[src/rtl/mult_div_unit.sv]
// mult_div_unit: sequential signed multiply/divide for the multicycle datapath.
// Both operations run on operand magnitudes, one bit per cycle for WIDTH cycles,
// and the signs are applied in FIX. A divide by zero goes straight to FIX and
// leaves hi/lo untouched.
//
// state | meaning
// IDLE  | waiting for start with a valid op
// RUN   | one shift-add (mult) or restoring-subtract (div) step per cycle
// FIX   | sign correction, result load into hi/lo, done pulse
module mult_div_unit #(
    parameter int WIDTH = 32
) (
    input  logic             clk,
    input  logic             reset,
    input  logic             start,
    input  logic [1:0]       op,
    input  logic [WIDTH-1:0] a,
    input  logic [WIDTH-1:0] b,
    output logic [WIDTH-1:0] hi,
    output logic [WIDTH-1:0] lo,
    output logic             busy,
    output logic             done,
    output logic             div_zero
);

    localparam int CW = $clog2(WIDTH);

    typedef enum logic [1:0] {IDLE, RUN, FIX} state_t;

    state_t             state, state_nxt;
    logic [2*WIDTH-1:0] acc;
    logic [WIDTH-1:0]   mag_a, mag_b;
    logic               op_div, a_neg, b_neg, zero_flag;
    logic [CW-1:0]      cnt;

    logic               accept, req_div, b_zero;
    logic [WIDTH:0]     mul_sum, div_shift, div_diff;
    logic               div_ge;
    logic [2*WIDTH-1:0] prod_fix;
    logic [WIDTH-1:0]   quo_fix, rem_fix;

    // Request decode; only 01 and 10 are real operations.
    always_comb begin
        req_div = (op == 2'b10);
        accept  = start && ((op == 2'b01) || (op == 2'b10));
        b_zero  = (b == '0);
    end

    // Next-state logic.
    always_comb begin
        state_nxt = state;
        case (state)
            IDLE: if (accept) state_nxt = (req_div && b_zero) ? FIX : RUN;
            RUN:  if (cnt == CW'(WIDTH - 1)) state_nxt = FIX;
            FIX:  state_nxt = IDLE;
            default: state_nxt = IDLE;
        endcase
    end

    // State register.
    always_ff @(posedge clk or negedge reset) begin
        if (!reset) state <= IDLE;
        else        state <= state_nxt;
    end

    // Per-iteration arithmetic and final sign correction.
    // For div, acc holds {remainder, quotient}; the quotient half starts as the dividend.
    always_comb begin
        mul_sum   = {1'b0, acc[2*WIDTH-1:WIDTH]} + (mag_b[0] ? {1'b0, mag_a} : '0);
        div_shift = {acc[2*WIDTH-1:WIDTH], acc[WIDTH-1]};
        div_ge    = (div_shift >= {1'b0, mag_b});
        div_diff  = div_shift - {1'b0, mag_b};
        prod_fix  = (a_neg ^ b_neg) ? -acc : acc;
        quo_fix   = (a_neg ^ b_neg) ? -acc[WIDTH-1:0] : acc[WIDTH-1:0];
        rem_fix   = a_neg ? -acc[2*WIDTH-1:WIDTH] : acc[2*WIDTH-1:WIDTH];
    end

    // Operand capture, iteration datapath and result registers.
    always_ff @(posedge clk or negedge reset) begin
        if (!reset) begin
            acc       <= '0;
            mag_a     <= '0;
            mag_b     <= '0;
            op_div    <= 1'b0;
            a_neg     <= 1'b0;
            b_neg     <= 1'b0;
            zero_flag <= 1'b0;
            cnt       <= '0;
            hi        <= '0;
            lo        <= '0;
        end else begin
            case (state)
                IDLE: begin
                    if (accept) begin
                        op_div    <= req_div;
                        a_neg     <= a[WIDTH-1];
                        b_neg     <= b[WIDTH-1];
                        mag_a     <= a[WIDTH-1] ? -a : a;
                        mag_b     <= b[WIDTH-1] ? -b : b;
                        zero_flag <= req_div && b_zero;
                        cnt       <= '0;
                        acc       <= req_div ? {{WIDTH{1'b0}}, (a[WIDTH-1] ? -a : a)} : '0;
                    end
                end
                RUN: begin
                    cnt <= cnt + CW'(1);
                    if (op_div) begin
                        acc <= {(div_ge ? div_diff[WIDTH-1:0] : div_shift[WIDTH-1:0]),
                                acc[WIDTH-2:0], div_ge};
                    end else begin
                        acc   <= {mul_sum, acc[WIDTH-1:1]};
                        mag_b <= mag_b >> 1;
                    end
                end
                FIX: begin
                    if (!zero_flag) begin
                        if (op_div) begin
                            hi <= rem_fix;
                            lo <= quo_fix;
                        end else begin
                            hi <= prod_fix[2*WIDTH-1:WIDTH];
                            lo <= prod_fix[WIDTH-1:0];
                        end
                    end
                end
                default: ;
            endcase
        end
    end

    // Registered status outputs.
    always_ff @(posedge clk or negedge reset) begin
        if (!reset) begin
            busy     <= 1'b0;
            done     <= 1'b0;
            div_zero <= 1'b0;
        end else begin
            busy     <= (state_nxt != IDLE);
            done     <= (state == FIX);
            div_zero <= (state == FIX) && zero_flag;
        end
    end

endmodule

[config.mk]
export PLATFORM = sky130hd
export DESIGN_NAME = mult_div_unit
export DESIGN_NICKNAME = d
export VERILOG_FILES = /design/src/rtl/mult_div_unit.sv
export SDC_FILE = /design/constraint.sdc
export NUM_CORES = 1
export LEC_CHECK = 0
export BUFFER_PORTS_ARGS = -buffer_cell sky130_fd_sc_hd__buf_4
export CORE_MARGIN = 2
export CORE_UTILIZATION = 43
export DETAILED_ROUTE_END_ITERATION = 7
export GPL_ROUTABILITY_DRIVEN = 0
export GPL_TIMING_DRIVEN = 0
export PLACE_DENSITY_LB_ADDON = 0.08
export SKIP_LAST_GASP = 1
export SYNTH_ARGS = -nofsm -noshare
export SYNTH_HDL_FRONTEND = slang
export SYNTH_SLANG_ARGS = --single-unit
[constraint.sdc]
create_clock -name clk -period 4.8 [get_ports clk]
set_input_delay 0.96 -clock clk [delete_from_list [all_inputs] [get_ports clk]]
set_output_delay 0.96 -clock clk [all_outputs]
set_load 0.05 [all_outputs]
==> impl_metrics.env <==
export IMPL_grt_max_degree=111
export IMPL_yosys_area_top_type_share=0.341
export IMPL_clock_sinks=206
export IMPL_initial_utilization=0.437
export IMPL_setup_worst_path_end_class="flop"
export IMPL_drc=0
export IMPL_io_buffers=135
export IMPL_wire_per_inst_um=20.8
export IMPL_syn_nets=1979
export IMPL_die_h_um=191
export IMPL_viasPerCell=5.85
export IMPL_p_int_w=0.00692
export IMPL_maxSlewHeadroom=0.325
export IMPL_setup_viol=0
export IMPL_drt_iter0_markers=910
export IMPL_p_comb_frac=0.620
export IMPL_pre_cts_slack_ns=0.305
export IMPL_synth_main_ff_cell="dfrtp_1"
export IMPL_crit_type="reg2reg"
export IMPL_crit_chain="clkbuf_1, and2_1, ha_1, inv_1, fa_1, inv_1, a21oi_1, o22ai_1, o41ai_2, o31ai_2, a41oi_1, o211ai_1, a21o_1, a211oi_1, o41ai_1"
export IMPL_synth_cell_types=68
export IMPL_grt_pass1_wl_mm=81.0
export IMPL_p_per_area_nw_per_um2=793
export IMPL_ys_warn_count=0
export IMPL_max_freq_ghz=0.229
export IMPL_p_switching_w=0.00707
export IMPL_core_area_um2=34500
export IMPL_synth_top_area_cell="dfrtp_1"
export IMPL_hpwl_mm=39.7
export IMPL_static_leakage_power_nw=7.84
export IMPL_swShare=0.506
export IMPL_ys_seq_area_frac=0.341
export IMPL_slowest_delay_ns=0.53
export IMPL_timing_final_crit_share=0.911
export IMPL_hold_violations=0
export IMPL_ir_drop_uv=375
export IMPL_wl_mm=51.5
export IMPL_cp_max_fo=10
export IMPL_setup_slack_ns=0.428
export IMPL_synth_area_um2=15100
export IMPL_ant_nets=0
export IMPL_critPathRequiredTime_ns=5.22
export IMPL_crit_family="compound AO/OA/AOI/OAI gates"
export IMPL_drv_slew=0
export IMPL_outcome="completed"
export IMPL_startpoint_type="flop"
export IMPL_synth_seq_cells=206
export IMPL_synth_edff_count=0
export IMPL_fin_setup_tns_ns=0
export IMPL_antenna_found_initial=0
export IMPL_fin_util=0.511
export IMPL_htreeDepth=1
export IMPL_fp_row_count=68
export IMPL_grt_usage=0.284
export IMPL_cts_tree="yes"
export IMPL_syn_avg_cell_area_um2=8.23
export IMPL_p_seq_frac=0.235
export IMPL_worst_path_buf_inv=3
export IMPL_cts_made_buffers=26
export IMPL_design_area_um2=17700
export IMPL_worstMarginPinSlew_ns=1.01
export IMPL_fin_crit_ns=4.37
export IMPL_pwr_share_clk=0.144
export IMPL_placed_area_um2=16800
export IMPL_fillers=3449
export IMPL_area_growth_syn_to_layout_pct=16.8
export IMPL_fin_skew_ns=0.00993
export IMPL_grt_overflow=0
export IMPL_cp_slowest_cell="dfrtp_1"
export IMPL_cts_path_max_buffers=3
export IMPL_async_flop_share=1.00
export IMPL_clockRootBuffer="clkbuf_16"
export IMPL_hold_worst_slack_ns=0.284
export IMPL_clk_pin_slew_ns=0.06
export IMPL_worst_skew_pair_late_latency_ns=0.54
export IMPL_grt_pass1_vias=14284
export IMPL_die_w_um=191
export IMPL_hold_class="in2async"
export IMPL_antenna_cells=0
export IMPL_drive_gt1_frac=0.101
export IMPL_fin_nets=2145
export IMPL_r2r_slack_ns=0.43
export IMPL_synthTopCellsByArea="dfrtp_1 34%, o21ai_0 7.3%, nand2_1 7.0%, ha_1 5.9%, xor2_1 5.4%"
export IMPL_num_vias=14478
export IMPL_cpMostUsedCell="inv_1"
export IMPL_die_area_um2=36700
export IMPL_ctsHoldBuffers=0
export IMPL_io_pins=136
export IMPL_critical_path_arrival_ns=4.79
export IMPL_synthCells=1837
export IMPL_r2r_start="mag_b[0]"
export IMPL_reg2reg_to="acc[63]"
export IMPL_first_pass_iters=6
export IMPL_r2r_cells=15
export IMPL_rsz0062_at_grt="no"
export IMPL_drv_cap=0
## cells by family (layout without fill, tap and decap cells)
group | count (synthesis) | after routing | share of synthesized area
buffers and inverters | 175 | 359 | 0.0436
DFF | 206 | 206 | 0.341
AOI/OAI and AO/OA | 586 | 586 | 0.241
muxes | 56 | 56 | 0.0372
and+or+nand+nor | 565 | 565 | 0.173
xor gates and xnor gates | 176 | 176 | 0.102
adders and majority gates | 73 | 73 | 0.0614
## final cells by class
cell class,count,area (um^2),share of cell area
repair buffers,138,1090,0.0616
multi-input cells,1456,9320,0.528
clock inverters,8,96.3,0.00546
inverters,66,248,0.0140
flip-flops and latches,206,5150,0.292
plain buffers,109,412,0.0233
clock buffers,38,767,0.0435
well taps,455,569,0.0323
## synth_stat cells, types with 5 or more instances
| library cell | number |
|---|---|
| nand2_1 | 282 |
| o21ai_0 | 221 |
| dfrtp_1 | 206 |
| a21oi_1 | 119 |
| clkbuf_1 | 99 |
| xor2_1 | 94 |
| nor2_1 | 86 |
| xnor2_1 | 82 |
| ha_1 | 71 |
| inv_1 | 66 |
| mux2i_1 | 55 |
| o211ai_1 | 51 |
| and2_1 | 36 |
| or3_1 | 34 |
| nand3_1 | 31 |
| a21o_1 | 30 |
| o31ai_1 | 21 |
| a22oi_1 | 20 |
| a21boi_0 | 16 |
| a31oi_1 | 15 |
| nor3_1 | 14 |
| a221oi_1 | 13 |
| nand2b_1 | 12 |
| o41ai_1 | 12 |
| nand4_1 | 11 |
| nor4_1 | 11 |
| or4_1 | 11 |
| a211oi_1 | 9 |
| buf_1 | 8 |
| and3_1 | 7 |
| nor2b_1 | 7 |
| o21bai_1 | 7 |
| o221ai_1 | 7 |
| o21a_1 | 6 |
| o22ai_1 | 5 |
## stage by stage
step           power (W)  std cells
2_1_floorplan    0.00926       1837
3_3_place_gp      0.0117       2427
3_5_place_dp      0.0118       2430
4_1_cts           0.0139       2476
5_1_grt           0.0151       2476
6_report          0.0140       2476
## cell usage in the layout (no fill, tap or decap), drive strengths merged, types with 14 or more instances in the layout
cell / Yosys / final
a21oi: 119 / 119
mux2i: 55 / 55
or3: 36 / 36
dfrtp: 206 / 206
nor2: 86 / 86
xnor2: 82 / 82
clkbuf: 99 / 137
and2: 37 / 37
a21boi: 16 / 16
a22oi: 20 / 20
a31oi: 15 / 15
ha: 71 / 71
nor3: 14 / 14
inv: 66 / 66
xor2: 94 / 94
nand2: 282 / 282
a221oi: 16 / 16
nand3: 31 / 31
a21o: 30 / 30
o211ai: 51 / 51
buf: 10 / 148
o31ai: 24 / 24
o21ai: 225 / 225
## registers in the layout, indices dropped and copies added, names as in the netlist
name and count:
state 2, acc 64, hi 32, a_neg 1
op_div 1, done 1, lo 32, busy 1
mag_a 32, b_neg 1, zero_flag 1, cnt 5
div_zero 1, mag_b 32
## routing by layer
metal / part of all wire / vias up / track usage
met5: 0 / - / 0
met4: 0.032 / 0 / 0.0885
met3: 0.063 / 112 / 0.0400
met2: 0.45 / 478 / 0.453
met1: 0.46 / 7006 / 0.398
li1: - / 6882 / -
## worst max-delay path by stage
stage | start | end | slack, ns | cells after the start
2_1_floorplan | a[10] | acc[27] | 1.22 | 9
3_3_place_gp | op[0] | acc[52] | -0.66 | 8
3_5_place_dp | mag_b[0] | acc[63] | 0.31 | 15
4_1_cts | mag_b[0] | acc[63] | 0.29 | 15
5_1_grt | mag_b[0] | acc[63] | 0.08 | 15
6_report | mag_b[0] | acc[63] | 0.43 | 15
## power groups by stage
stage | logic (W) | registers [W] | clock network [W]
after detailed placement | 0.00854 | 0.00329 | 0
after CTS | 0.00860 | 0.00326 | 0.00204
after global routing | 0.00963 | 0.00335 | 0.00210
after floorplan | 0.00600 | 0.00326 | 0
after global placement | 0.00843 | 0.00327 | 0
final | 0.00868 | 0.00329 | 0.00202
## what timing repair did
| action | CTS | global route |
|---|---|---|
| endpoints found under the hold margin | 0 | 0 |
| gates resized for setup | 0 | 2 |
| endpoints found under the setup margin | 0 | 4 |
| buffers inserted | 0 | 0 |
Note: power is estimated with default switching activity, not from simulation.
